File: src/rtl/jtag_host_shifter.sv
// Fabric-side JTAG host: runs TLR / shift-IR / shift-DR / idle-clock commands
// against a TAP parked in Run-Test/Idle and returns the captured TDO bits.
module jtag_host_shifter #(
    parameter int unsigned CLK_DIV = 4,
    parameter int unsigned MAX_LEN = 32
) (
    input  logic               iclk,
    input  logic               rst_i,
    input  logic               cmd_valid,
    output logic               cmd_ready,
    input  logic [1:0]         cmd_op,
    input  logic [5:0]         cmd_len,
    input  logic [MAX_LEN-1:0] cmd_data,
    output logic               rsp_valid,
    output logic [MAX_LEN-1:0] rsp_data,
    output logic               busy,
    output logic               tck_o,
    output logic               tms_o,
    output logic               tdi_o,
    input  logic               tdo_i
);

    typedef enum logic [1:0] {OP_TLR = 2'd0, OP_IR = 2'd1, OP_DR = 2'd2, OP_IDLE = 2'd3} op_t;
    typedef enum logic [2:0] {S_IDLE, S_HDR, S_SHIFT, S_TAIL, S_DONE} state_t;

    localparam int unsigned   CW       = $clog2(2 * CLK_DIV);
    localparam logic [CW-1:0] CNT_LAST = CW'(2 * CLK_DIV - 1);
    localparam logic [CW-1:0] CNT_HIGH = CW'(CLK_DIV);
    localparam logic [6:0]    LEN_MAX  = 7'(MAX_LEN);

    state_t             state, state_nxt;
    op_t                op_q;
    logic [6:0]         len_q, len_eff, seg_len;
    logic [6:0]         idx, idx_nxt;
    logic [CW-1:0]      cnt, cnt_nxt;
    logic [MAX_LEN-1:0] data_q, mask_q, cap_q;
    logic               tdo_s1, tdo_s2, ready_q;
    logic               tck_nxt, tms_nxt, tdi_nxt;
    logic               accept, tck_end, last_tck, shift_nxt;

    // TMS value for TCK number k of a segment
    function automatic logic tms_at(state_t s, op_t op, logic [6:0] k, logic [6:0] len);
        logic v;
        v = 1'b0;
        case (s)
            S_HDR: begin
                case (op)
                    OP_TLR:  v = (k < 7'd5);
                    OP_IR:   v = (k < 7'd2);
                    OP_DR:   v = (k == 7'd0);
                    default: v = 1'b0;
                endcase
            end
            S_SHIFT: v = (k == len - 7'd1);
            S_TAIL:  v = (k == 7'd0);
            default: v = 1'b0;
        endcase
        return v;
    endfunction

    assign cmd_ready = ready_q && (state == S_IDLE || state == S_DONE);
    assign rsp_valid = (state == S_DONE);
    assign busy      = (state == S_HDR) || (state == S_SHIFT) || (state == S_TAIL);
    assign accept    = cmd_valid && cmd_ready;
    assign tck_end   = busy && (cnt == CNT_LAST);
    assign last_tck  = (idx == seg_len - 7'd1);

    always_comb begin
        len_eff = {1'b0, cmd_len};
        if (cmd_len == '0)
            len_eff = 7'd1;
        else if ({1'b0, cmd_len} > LEN_MAX)
            len_eff = LEN_MAX;
    end

    always_comb begin
        seg_len = 7'd1;
        case (state)
            S_HDR: begin
                case (op_q)
                    OP_TLR:  seg_len = 7'd6;
                    OP_IR:   seg_len = 7'd4;
                    OP_DR:   seg_len = 7'd3;
                    default: seg_len = len_q;
                endcase
            end
            S_SHIFT: seg_len = len_q;
            S_TAIL:  seg_len = 7'd2;
            default: seg_len = 7'd1;
        endcase
    end

    always_comb begin
        state_nxt = state;
        idx_nxt   = idx;
        cnt_nxt   = '0;
        tms_nxt   = tms_o;
        tdi_nxt   = tdi_o;
        shift_nxt = 1'b0;
        case (state)
            S_IDLE, S_DONE: begin
                state_nxt = S_IDLE;
                if (accept) begin
                    state_nxt = S_HDR;
                    idx_nxt   = '0;
                    tms_nxt   = tms_at(S_HDR, op_t'(cmd_op), 7'd0, len_eff);
                    tdi_nxt   = 1'b0;
                end
            end
            default: begin
                cnt_nxt = cnt + CW'(1);
                if (tck_end) begin
                    cnt_nxt = '0;
                    idx_nxt = idx + 7'd1;
                    if (last_tck) begin
                        idx_nxt = '0;
                        case (state)
                            S_HDR:   state_nxt = (op_q == OP_IR || op_q == OP_DR) ? S_SHIFT : S_DONE;
                            S_SHIFT: state_nxt = S_TAIL;
                            default: state_nxt = S_DONE;
                        endcase
                    end
                    // TMS/TDI for the next TCK are launched together with its low phase
                    shift_nxt = (state_nxt == S_SHIFT);
                    tms_nxt   = tms_at(state_nxt, op_q, idx_nxt, len_q);
                    tdi_nxt   = shift_nxt ? data_q[0] : 1'b0;
                end
            end
        endcase
        tck_nxt = (state_nxt == S_HDR || state_nxt == S_SHIFT || state_nxt == S_TAIL) &&
                  (cnt_nxt >= CNT_HIGH);
    end

    always_ff @(posedge iclk or posedge rst_i) begin
        if (rst_i) begin
            state    <= S_IDLE;
            ready_q  <= 1'b0;
            idx      <= '0;
            cnt      <= '0;
            tck_o    <= 1'b0;
            tms_o    <= 1'b1;
            tdi_o    <= 1'b0;
            tdo_s1   <= 1'b0;
            tdo_s2   <= 1'b0;
            op_q     <= OP_TLR;
            len_q    <= 7'd1;
            data_q   <= '0;
            mask_q   <= '0;
            cap_q    <= '0;
            rsp_data <= '0;
        end else begin
            ready_q <= 1'b1;
            state   <= state_nxt;
            idx     <= idx_nxt;
            cnt     <= cnt_nxt;
            tck_o   <= tck_nxt;
            tms_o   <= tms_nxt;
            tdi_o   <= tdi_nxt;
            tdo_s1  <= tdo_i;
            tdo_s2  <= tdo_s1;
            if (accept) begin
                op_q   <= op_t'(cmd_op);
                len_q  <= len_eff;
                data_q <= cmd_data;
                mask_q <= {{(MAX_LEN-1){1'b0}}, 1'b1};
                cap_q  <= '0;
            end else begin
                if (shift_nxt)
                    data_q <= data_q >> 1;
                if (tck_end && state == S_SHIFT) begin
                    cap_q  <= cap_q | (mask_q & {MAX_LEN{tdo_s2}});
                    mask_q <= mask_q << 1;
                end
            end
            if (state_nxt == S_DONE)
                rsp_data <= cap_q;
        end
    end

endmodule
File: config.mk
export PLATFORM = sky130hd
export DESIGN_NAME = jtag_host_shifter
export DESIGN_NICKNAME = d
export VERILOG_FILES = /design/src/rtl/jtag_host_shifter.sv
export SDC_FILE = /design/constraint.sdc
export NUM_CORES = 1
export LEC_CHECK = 0
export ABC_AREA = 1
export BUFFER_PORTS_ARGS = -buffer_cell sky130_fd_sc_hd__buf_2
export CAP_MARGIN = 20
export CORE_ASPECT_RATIO = 0.7
export CORE_MARGIN = 1.5
export CORE_UTILIZATION = 30
export DETAILED_ROUTE_END_ITERATION = 10
export PLACE_DENSITY = 0.55
export SKIP_LAST_GASP = 1
export SYNTH_ARGS = -nofsm -noshare
export SYNTH_HDL_FRONTEND = slang
export SYNTH_SLANG_ARGS = --single-unit
File: constraint.sdc
create_clock -name iclk -period 11.2 [get_ports iclk]
set_clock_uncertainty 0.1 [all_clocks]
set_input_delay 0.56 -clock iclk [delete_from_list [all_inputs] [get_ports iclk]]
set_output_delay 0.56 -clock iclk [all_outputs]
set_load 0.01 [all_outputs]
==> results of run 1 <==
==> power by group <==
part | internal, mW | leakage (nW) | total, mW | switching (mW)
Sequential | 0.733 | 2.04 | 0.822 | 0.0895
Combinational | 0.280 | 1.87 | 0.791 | 0.511
Clock | 0.359 | 0.299 | 0.602 | 0.243
==> flip-flops by register name (all words and copies together) (netlist names) <==
register / count
cnt: 3
tdo_s1: 1
mask_q: 32
op_q: 2
state: 3
tms_o: 1
data_q: 32
len_q: 6
tck_o: 1
tdi_o: 1
tdo_s2: 1
idx: 7
rsp_data: 32
ready_q: 1
cap_q: 32
==> critical path: stages (launching register included) <==
cell and delay, ns:
dfrtp_1 0.39, inv_1 0.10, ha_1 0.22, inv_1 0.08, nand2_1 0.05, nand2_1 0.05
nand2_1 0.04, nand2_1 0.06, and2_1 0.25, ha_1 0.25, inv_1 0.07, nor2_1 0.17
nand4_1 0.14, nand2_1 0.09, nor2_1 0.05, nand3_2 0.29, nand2_1 0.10, nand2_1 0.17
o21ai_1 0.08, nor2_1 0.21, nand3_4 0.57, nand2_1 0.22, o21ai_1 0.10
==> kinds of logic (layout without fill, tap and decap cells) <==
kind of cell / Yosys count / in the layout / share of synthesized area [%]
other: 1 / 2 / 0.0522
flip-flops: 155 / 155 / 54.0
AO/OA/AOI/OAI: 184 / 184 / 15.1
buffers and inverters: 189 / 270 / 10.8
AND/OR/NAND/NOR: 285 / 285 / 17.1
adder cells (fa/ha/maj): 10 / 10 / 1.74
XOR/XNOR: 10 / 10 / 1.22
==> metal layers <==
metal	track usage [%]	vias to the layer above	part of all wire, %
li1	-	2859	-
met1	20.6	2627	53
met2	18.5	116	40
met3	4.11	25	4.8
met4	5.02	2	1.9
met5	0	-	0.073
==> cell type report <==
type                    instances  area (sq um)  share of cell area, %
flip-flops and latches        155          3880                   45.8
inverters                     151           572                   6.75
well taps                     318           398                   4.70
clock buffers                  19           443                   5.23
repair buffers                 87           470                   5.55
clock inverters                13           168                   1.98
multi-input cells             490          2540                   30.0
diodes                          1          2.50                 0.0295
==> through the flow <==
step	cell area [sq um]	hold slack, ns	total power, mW	utilization (%)	setup slack, ns
after detailed placement	7830	0.236	1.62	33.2	7.21
after CTS	8440	0.126	2.23	35.8	7.16
after global routing	8470	0.123	2.39	35.9	6.63
after global placement	7830	0.248	1.60	33.2	7.28
final	8470	0.146	2.22	35.9	7.18
after floorplan	7190	0.231	1.43	-	6.37
==> cell usage in the layout (no fill, tap or decap), drive strengths merged, types with 2 or more instances in the layout <==
cell	Yosys	final
nand4	5	5
inv	150	152
bufinv	0	3
o211ai	31	31
nand3	71	71
a21oi	28	28
nor2	31	31
dfstp	2	2
clkinv	1	8
clkbuf	19	19
o21ai	80	80
buf	19	87
o22ai	35	35
o31ai	2	2
ha	10	10
nand3b	2	2
xnor2	2	2
o32ai	5	5
nand2	167	167
dfrtp	153	153
nor3	6	6
xor2	8	8
==> path summary, 6_finish.rpt <==
kind	to	slack, ns	cells after the start
setup / recovery	rsp_data[26]$_DFFE_PP0N_	7.18	22
hold / removal	tdo_s1$_DFF_PP0_	0.15	1
setup reg to reg	rsp_data[26]$_DFFE_PP0N_	7.18	22
hold reg to reg	tdo_s2$_DFF_PP0_	0.25	0
max in group asynchronous	tck_o$_DFF_PP0_	9.50	3
min in group asynchronous	tdo_s1$_DFF_PP0_	0.23	2
==> qor.json, run 1 <==
{
  "synthesis": {
    "synthesis.instances": 834,
    "synthDominantCellAreaShare_pct": 53.3,
    "ys.flop_type": "dfrtp_1",
    "yosys_warnings": 0,
    "yosysMostFrequentCell": "nand2_1",
    "seq_area_frac_synth_pct": 54.0,
    "synth_top_cells_by_area": "dfrtp_1, nand2_1, inv_1",
    "syn_area_sq_um": 7190,
    "async_reset_ff_share_pct": 100,
    "synth_edf_count": 0,
    "netlist-cell-type-count": 37,
    "synth-seq-cells": 155,
    "synth_area_per_cell_sq_um": 8.62,
    "synth_nets": 888,
    "post_synth_most_frequent_cells": "nand2_1, dfrtp_1, inv_1, nand3_1, o21ai_1",
    "post-synth-top-area-cell": "dfrtp_1"
  },
  "detailed_routing": {
    "detail_route.wirelength_um": 16500,
    "drc": 0,
    "viasPerCell": 4.56,
    "wl_per_cell_um": 13.3,
    "antenna_violating_nets_left": 0,
    "detailedRoute.firstPassIterationCount": 5,
    "via_count": 5629,
    "drt_iter0_markers": 349
  },
  "place": {
    "gp_congestion": 0.863,
    "placement.io_buffers": 81,
    "dp_cells": 1200,
    "detailed_place_hpwl_um": 10900
  },
  "setup_path": {
    "path_max_fanout": 64,
    "r2r_start": "op_q[0]$_DFFE_PP0P_",
    "crit_path_end_kind": "register",
    "worstPathRequired_ns": 11.38,
    "worstSetupStartpoint": "op_q[0]$_DFFE_PP0P_",
    "worstPathArrival_ns": 4.20,
    "critPathLaunchType": "register",
    "worst-setup-path-type": "reg -> reg"
  },
  "clock_network": {
    "clkTransAtPathRegs_ns": 0.07,
    "cts_hold_buf": 0,
    "post-cts-setup-buffers": 0,
    "clk_root_buffer_cell": "clkbuf_16",
    "cts.repair.resized": 0,
    "cts_tree": "done",
    "clkLatencyLatePin_ns": 0.42,
    "tritoncts_buffer_count": 17,
    "h_tree_lvls": 4,
    "cts_max_path_bufs": 2,
    "cts.sink_count": 155
  },
  "global_routing": {
    "grt.total_usage_pct": 13.8,
    "first_global_vias": 5374,
    "antenna_violations_before_repair": 3,
    "maximum_number_of_pins_on_one_net_before_global_route_repair": 102,
    "grt_pass1_wl_um": 27400,
    "residual_overflow_from_global_routing": 0
  },
  "floorplanning": {
    "num_io_pins": 82,
    "start_util_pct": 30.5,
    "rows": 47,
    "core_sq_um": 23600,
    "die_outline_area_sq_um": 24900,
    "die_width_um": 188,
    "die_height_um": 133
  },
  "pwr": {
    "cell_leakage_power_nw": 4.21,
    "power-per-cell-area_nw_per_um2": 261,
    "peakVddDrop_mv": 0.101
  },
  "cells_and_area": {
    "design.final.nets": 956,
    "n_fill_cell": 2415,
    "layout-area-overhead-vs-synth_pct": 17.9,
    "drive_above_1_share_pct": 15.0,
    "layout.cells.non_filler": 1234
  },
  "sta": {
    "final-max-slew-violation-count": 0,
    "final.min_clock_period_ns": 4.02,
    "achievable-frequency_mhz": 249,
    "layout_worst_path_cycle_share_pct": 35.9,
    "worst_slew_pin_slew_ns": 0.916,
    "final_hold_violations": 0,
    "slew_headroom_pct": 38.9,
    "grt_setup_unrepaired": "no",
    "setup_total_negative_slack_ns": 0,
    "setup_violations_final": 0
  },
  "flow_run": {
    "maxCapViolations": 0
  },
  "worst_hold_path": {
    "hp-class": "in -> reg",
    "hold_start": "tdo_i"
  },
  "status": {
    "outcome": "finished clean"
  }
}
No activity file was read; power rests on OpenSTA's default activity.
==> inputs of run 2 (changes only) <==
PLACE_DENSITY = 0.56   (was 0.55)
clock period = 3.7 ns   (was 11.2 ns; I/O delays follow)
==> qor.json, run 2 (synthesis gave the netlist of run 1 again) <==
{
  "global_routing": {
    "first_global_vias": 5659,
    "maximum_number_of_pins_on_one_net_before_global_route_repair": 65,
    "grt_pass1_wl_um": 28400,
    "grt.total_usage_pct": 14.3,
    "antenna_violations_before_repair": 0,
    "residual_overflow_from_global_routing": 0
  },
  "clock_network": {
    "clkTransAtPathRegs_ns": 0.06,
    "h_tree_lvls": 4,
    "cts_max_path_bufs": 2,
    "cts.sink_count": 155,
    "tritoncts_buffer_count": 17,
    "clkLatencyLatePin_ns": 0.43,
    "cts_tree": "done",
    "clk_root_buffer_cell": "clkbuf_16"
  },
  "pwr": {
    "cell_leakage_power_nw": 4.46,
    "seq_power_share_pct": 36.2,
    "peakVddDrop_mv": 0.325,
    "power.total_mw": 6.87,
    "power_frac_clock_pct": 26.8,
    "cell_internal_pwr_mw": 4.31,
    "switching_share_pct": 37.3,
    "switching_power_mw": 2.56,
    "power-per-cell-area_nw_per_um2": 755,
    "power.share.combinational_pct": 37.0
  },
  "sta": {
    "final.min_clock_period_ns": 3.30,
    "hold_ws_ns": 0.0554,
    "layout_worst_path_cycle_share_pct": 89.2,
    "final-max-slew-violation-count": 0,
    "achievable-frequency_mhz": 303,
    "slew_headroom_pct": 29.1,
    "grt_setup_unrepaired": "no",
    "worst_slew_pin_slew_ns": 1.06,
    "final_hold_violations": 0,
    "setup_total_negative_slack_ns": 0,
    "setup_violations_final": 0
  },
  "cells_and_area": {
    "post_layout_instance_area_sq_um": 9110,
    "design.final.nets": 1011,
    "layout-area-overhead-vs-synth_pct": 26.7,
    "diodes_inserted": 0,
    "post-route-util_pct": 38.6,
    "drive_above_1_share_pct": 15.6,
    "final_cell_mix": "nand2_1, dfrtp_1, inv_1, buf_2, nand3_1",
    "final_common_cell": "nand2_1"
  },
  "setup_path": {
    "r2r_end": "data_q[14]$_DFFE_PP0P_",
    "crit_path_end_kind": "register",
    "path_max_fanout": 16,
    "r2r_start": "op_q[0]$_DFFE_PP0P_",
    "rrSetupSlack_ns": 0.40,
    "worstPathRequired_ns": 3.94,
    "worst-setup-path-type": "reg -> reg",
    "reg2reg_depth": 25,
    "critPathLaunchType": "register",
    "worstPathArrival_ns": 3.54
  },
  "floorplanning": {
    "die_height_um": 133,
    "start_util_pct": 30.5,
    "rows": 47,
    "num_io_pins": 82,
    "die_outline_area_sq_um": 24900,
    "core_sq_um": 23600,
    "die_width_um": 188
  },
  "detailed_routing": {
    "viasPerCell": 4.54,
    "via_count": 5843,
    "wl_per_cell_um": 13.4,
    "detail_route.wirelength_um": 17300,
    "antenna_violating_nets_left": 0,
    "detailedRoute.firstPassIterationCount": 4,
    "drc": 0,
    "drt_iter0_markers": 343
  },
  "place": {
    "place_area_sq_um": 7920,
    "gp_congestion": 0.850,
    "placement.io_buffers": 81,
    "detailed_place_hpwl_um": 10900
  },
  "worst_hold_path": {
    "hold_start": "cmd_len[5]",
    "holdPathEnd": "len_q[5]$_DFFE_PP0P_",
    "hold_depth": 4,
    "hp-class": "in -> reg"
  },
  "flow_run": {
    "maxCapViolations": 0
  },
  "status": {
    "outcome": "finished clean"
  }
}
==> run 2: changes by cell type in the layout (fill, tap and decap cells not counted), sizes merged <==
cell | before | now
dlygate4sd3 | 0 | 46
buf | 87 | 94
clkbuf | 19 | 22
clkinv | 8 | 6
inv | 152 | 150
bufinv | 3 | 4
clkinvlp | 1 | 2
diode | 1 | 0
==> run 2: routing by layer <==
metal | global-route usage [%] | up-vias | routed length [um]
met4 | 6.04 | 0 | 331
li1 | - | 2967 | -
met5 | 0 | - | 0
met1 | 20.3 | 2743 | 9050
met3 | 3.79 | 23 | 757
met2 | 20.6 | 110 | 7140
==> run 2: how the worst max path moves through the flow <==
stage	cells after the start	startpoint	slack, ns	end
after global routing	24	op_q[1]$_DFFE_PP0P_	0.03	data_q[14]$_DFFE_PP0P_
after global placement	24	op_q[0]$_DFFE_PP0P_	0.40	data_q[7]$_DFFE_PP0P_
final	25	op_q[0]$_DFFE_PP0P_	0.40	data_q[14]$_DFFE_PP0P_
after floorplan	23	op_q[0]$_DFFE_PP0P_	0.61	rsp_data[10]$_DFFE_PP0N_
after CTS	23	op_q[0]$_DFFE_PP0P_	0.26	rsp_data[31]$_DFFE_PP0N_
after detailed placement	23	op_q[0]$_DFFE_PP0P_	0.30	rsp_data[31]$_DFFE_PP0N_
==> run 2: metrics by stage <==
stage                     worst slack [ns]  cells
after floorplan                      0.605    834
after global placement               0.402   1205
after detailed placement             0.297   1205
after CTS                            0.257   1282
after global routing                0.0332   1287
final                                0.400   1287
==> run 2: what timing repair did <==
| item | 4_1_cts | 5_1_grt |
|---|---|---|
| hold buffers | 46 | 0 |
| hold endpoints to repair | 76 | 0 |
| setup buffers | 0 | 1 |
| resized for setup | 0 | 9 |
| setup endpoints to repair | 0 | 65 |
==> run 2: final cells by class <==
cell class | instances | area [sq um]
Clock buffer | 20 | 447
Clock inverter | 11 | 169
Fill cell | 2373 | 14500
Inverter | 151 | 571
Multi-Input combinational cell | 490 | 2560
Sequential cell | 155 | 3880
Tap cell | 318 | 398
Timing Repair Buffer | 142 | 1080
==> run 2: critical path, stage by stage (launching register included) <==
cell and delay [ns]:
dfrtp_1 0.41, inv_2 0.07, ha_1 0.21, inv_1 0.07
nand2_1 0.05, nand2_1 0.05, nand2_1 0.05, nand2_1 0.07
and2_4 0.18, ha_1 0.21, inv_1 0.07, nor2_1 0.16
nand3_1 0.09, nand2_1 0.08, nand2_1 0.05, nor2_1 0.12
nand3_2 0.12, nand2_1 0.07, nand2_1 0.07, inv_2 0.10
nand3_4 0.10, o21ai_4 0.18, buf_12 0.15, buf_12 0.14
o211ai_1 0.09, o21ai_0 0.12
==> run 2: power by group through the flow <==
stage          Combinational (mW)  Sequential [mW]  Clock [mW]
2_1_floorplan                1.86             2.46           0
3_3_place_gp                 2.37             2.50           0
3_5_place_dp                 2.39             2.52           0
4_1_cts                      2.46             2.49        1.90
5_1_grt                      2.94             2.55        1.96
6_report                     2.54             2.49        1.84
==> inputs of run 3 (changes only) <==
ABC_AREA = unset   (was 1)
==> qor.json, run 3 <==
{
  "status": {
    "outcome": "finished with violations",
    "violations": "setup timing"
  },
  "detailed_routing": {
    "drc": 0,
    "viasPerCell": 4.77,
    "drt_iter0_markers": 365,
    "via_count": 5723,
    "antenna_violating_nets_left": 0,
    "detail_route.wirelength_um": 18100,
    "wl_per_cell_um": 15.1,
    "detailedRoute.firstPassIterationCount": 4
  },
  "clock_network": {
    "cts_max_path_bufs": 2,
    "clk_root_buffer_cell": "clkbuf_16",
    "cts.sink_count": 155,
    "clkTransAtPathRegs_ns": 0.07,
    "clkLatencyLatePin_ns": 0.43,
    "h_tree_lvls": 4,
    "cts_tree": "done",
    "tritoncts_buffer_count": 17
  },
  "cells_and_area": {
    "final_common_cell": "nand2_1",
    "diodes_inserted": 0,
    "drive_above_1_share_pct": 24.3,
    "design.final.nets": 924,
    "layout.cells.non_filler": 1201,
    "final_cell_mix": "nand2_1, dfrtp_1, buf_2, nor2_1, a21oi_1",
    "layout-area-overhead-vs-synth_pct": 29.0
  },
  "setup_path": {
    "worstPathArrival_ns": 3.97,
    "reg2reg_depth": 15,
    "worstPathRequired_ns": 3.91,
    "critPathLaunchType": "register",
    "critPathCapture": "rsp_data[1]$_DFFE_PP0N_",
    "r2r_start": "op_q[0]$_DFFE_PP0P_",
    "crit_path_end_kind": "register",
    "path_max_fanout": 8,
    "worstSetupStartpoint": "op_q[0]$_DFFE_PP0P_",
    "rrSetupSlack_ns": -0.07,
    "r2r_end": "rsp_data[1]$_DFFE_PP0N_",
    "worst-setup-path-type": "reg -> reg"
  },
  "pwr": {
    "power.total_mw": 3.51,
    "cell_leakage_power_nw": 4.32,
    "peakVddDrop_mv": 0.237,
    "power-per-cell-area_nw_per_um2": 376
  },
  "synthesis": {
    "seq_area_frac_synth_pct": 53.5,
    "post_synth_most_frequent_cells": "nand2_1, dfrtp_1, nor2_1, a21oi_1, clkbuf_1",
    "synth_nets": 797,
    "yosys_warnings": 0,
    "yosysMostFrequentCell": "nand2_1",
    "synth-seq-cells": 155,
    "synth_top_cells_by_area": "dfrtp_1, nand2_1, mux2_4",
    "netlist-cell-type-count": 59,
    "ys.flop_type": "dfrtp_1",
    "syn_area_sq_um": 7250,
    "async_reset_ff_share_pct": 100,
    "post-synth-top-area-cell": "dfrtp_1",
    "synthesis.instances": 743,
    "synth_edf_count": 0,
    "synthDominantCellAreaShare_pct": 52.8,
    "synth_area_per_cell_sq_um": 9.76
  },
  "floorplanning": {
    "die_outline_area_sq_um": 25100,
    "start_util_pct": 30.6,
    "num_io_pins": 82,
    "core_sq_um": 23700,
    "rows": 47,
    "die_height_um": 133,
    "die_width_um": 189
  },
  "place": {
    "placement.io_buffers": 81,
    "detailed_place_hpwl_um": 11000,
    "dp_cells": 1120,
    "gp_congestion": 0.846
  },
  "sta": {
    "achievable-frequency_mhz": 266,
    "setup_violations_final": 32,
    "final-max-slew-violation-count": 0,
    "hold_ws_ns": 0.265,
    "layout_worst_path_cycle_share_pct": 102,
    "grt_setup_unrepaired": "yes",
    "slew_headroom_pct": 41.3,
    "worst_slew_pin_slew_ns": 0.877,
    "final_hold_violations": 0,
    "final.min_clock_period_ns": 3.77,
    "fin_ws_ns": -0.0664
  },
  "worst_hold_path": {
    "hp-class": "reg -> reg"
  },
  "global_routing": {
    "maximum_number_of_pins_on_one_net_before_global_route_repair": 129,
    "grt.total_usage_pct": 14.3,
    "grt_pass1_wl_um": 28800,
    "residual_overflow_from_global_routing": 0,
    "first_global_vias": 5395,
    "antenna_violations_before_repair": 0
  },
  "flow_run": {
    "maxCapViolations": 0
  }
}
## run 3: how the worst min path moves through the flow
| stage | endpoint | start | cells after the start |
|---|---|---|---|
| floorplan | tdo_s1$_DFF_PP0_ | tdo_i | 0 |
| detailed placement | tdo_s1$_DFF_PP0_ | tdo_i | 1 |
| finish | tdo_s2$_DFF_PP0_ | tdo_s1$_DFF_PP0_ | 0 |
| CTS | tdo_s2$_DFF_PP0_ | tdo_s1$_DFF_PP0_ | 0 |
| global placement | tdo_s1$_DFF_PP0_ | tdo_i | 1 |
| global route | tdo_s2$_DFF_PP0_ | tdo_s1$_DFF_PP0_ | 0 |
## run 3: critical path: stages, from the launching register on
cell       delay (ns)
dfrtp_1          0.43
inv_2            0.10
ha_4             0.18
o21ba_2          0.22
o21ai_2          0.16
a21o_1           0.16
ha_4             0.13
inv_1            0.07
or4_4            0.51
a221oi_2         0.26
o211ai_2         0.14
nor2_2           0.16
mux2i_2          0.30
nand3_4          0.19
clkbuf_16        0.23
mux2_4           0.30
## run 3: area by class of cell
class | instances | area (sq um)
flip-flops and latches | 155 | 3880
fillers | 2292 | 14300
multi-input cells | 528 | 3220
clock buffers | 17 | 425
clock inverters | 15 | 166
inverters | 11 | 45.0
repair buffers | 157 | 1220
well taps | 318 | 398
## run 3: through the flow
step                instance area [sq um]  util (%)  setup TNS [ns]  setup WS, ns
CTS                                  9160      38.7               0        0.0358
global route                         9360      39.5           -7.30        -0.230
floorplan                            7280         -               0        0.0155
detailed placement                   8120      34.2           -4.25       -0.0850
global placement                     8090      34.1           -2.24       -0.0594
finish                               9360      39.5           -1.35       -0.0664
## run 3: cells by family after synthesis
group / after synthesis / share of synthesized area, %
and+or+nand+nor: 302 / 18.0
AOI/OAI and AO/OA: 160 / 13.5
DFF: 155 / 53.5
buffers and inverters: 60 / 3.69
muxes: 36 / 7.16
xor gates and xnor gates: 19 / 2.29
adders and majority gates: 10 / 1.73
other: 1 / 0.0517
## run 3: metal layers
| layer | GRT usage [%] | vias up | wire [um] |
|---|---|---|---|
| li1 | - | 2802 | - |
| met1 | 22.6 | 2779 | 9830 |
| met2 | 19.0 | 123 | 7360 |
| met3 | 3.13 | 19 | 687 |
| met4 | 4.76 | 0 | 207 |
| met5 | 0 | - | 0 |
## run 3: what timing repair did
item / 4_1_cts / 5_1_grt
setup endpoints to repair: 64 / 66
hold buffers: 42 / 0
pin swaps: 1 / 8
gates resized for setup: 6 / 19
hold endpoints to repair: 194 / 0
cloned: 0 / 4
setup buffers: 1 / 2
## run 3: power by group
group / switching (mW) / internal (mW)
sequential: 0.000462 / 1.70
combinational: 0.0486 / 0.0482
clock: 0.811 / 0.909
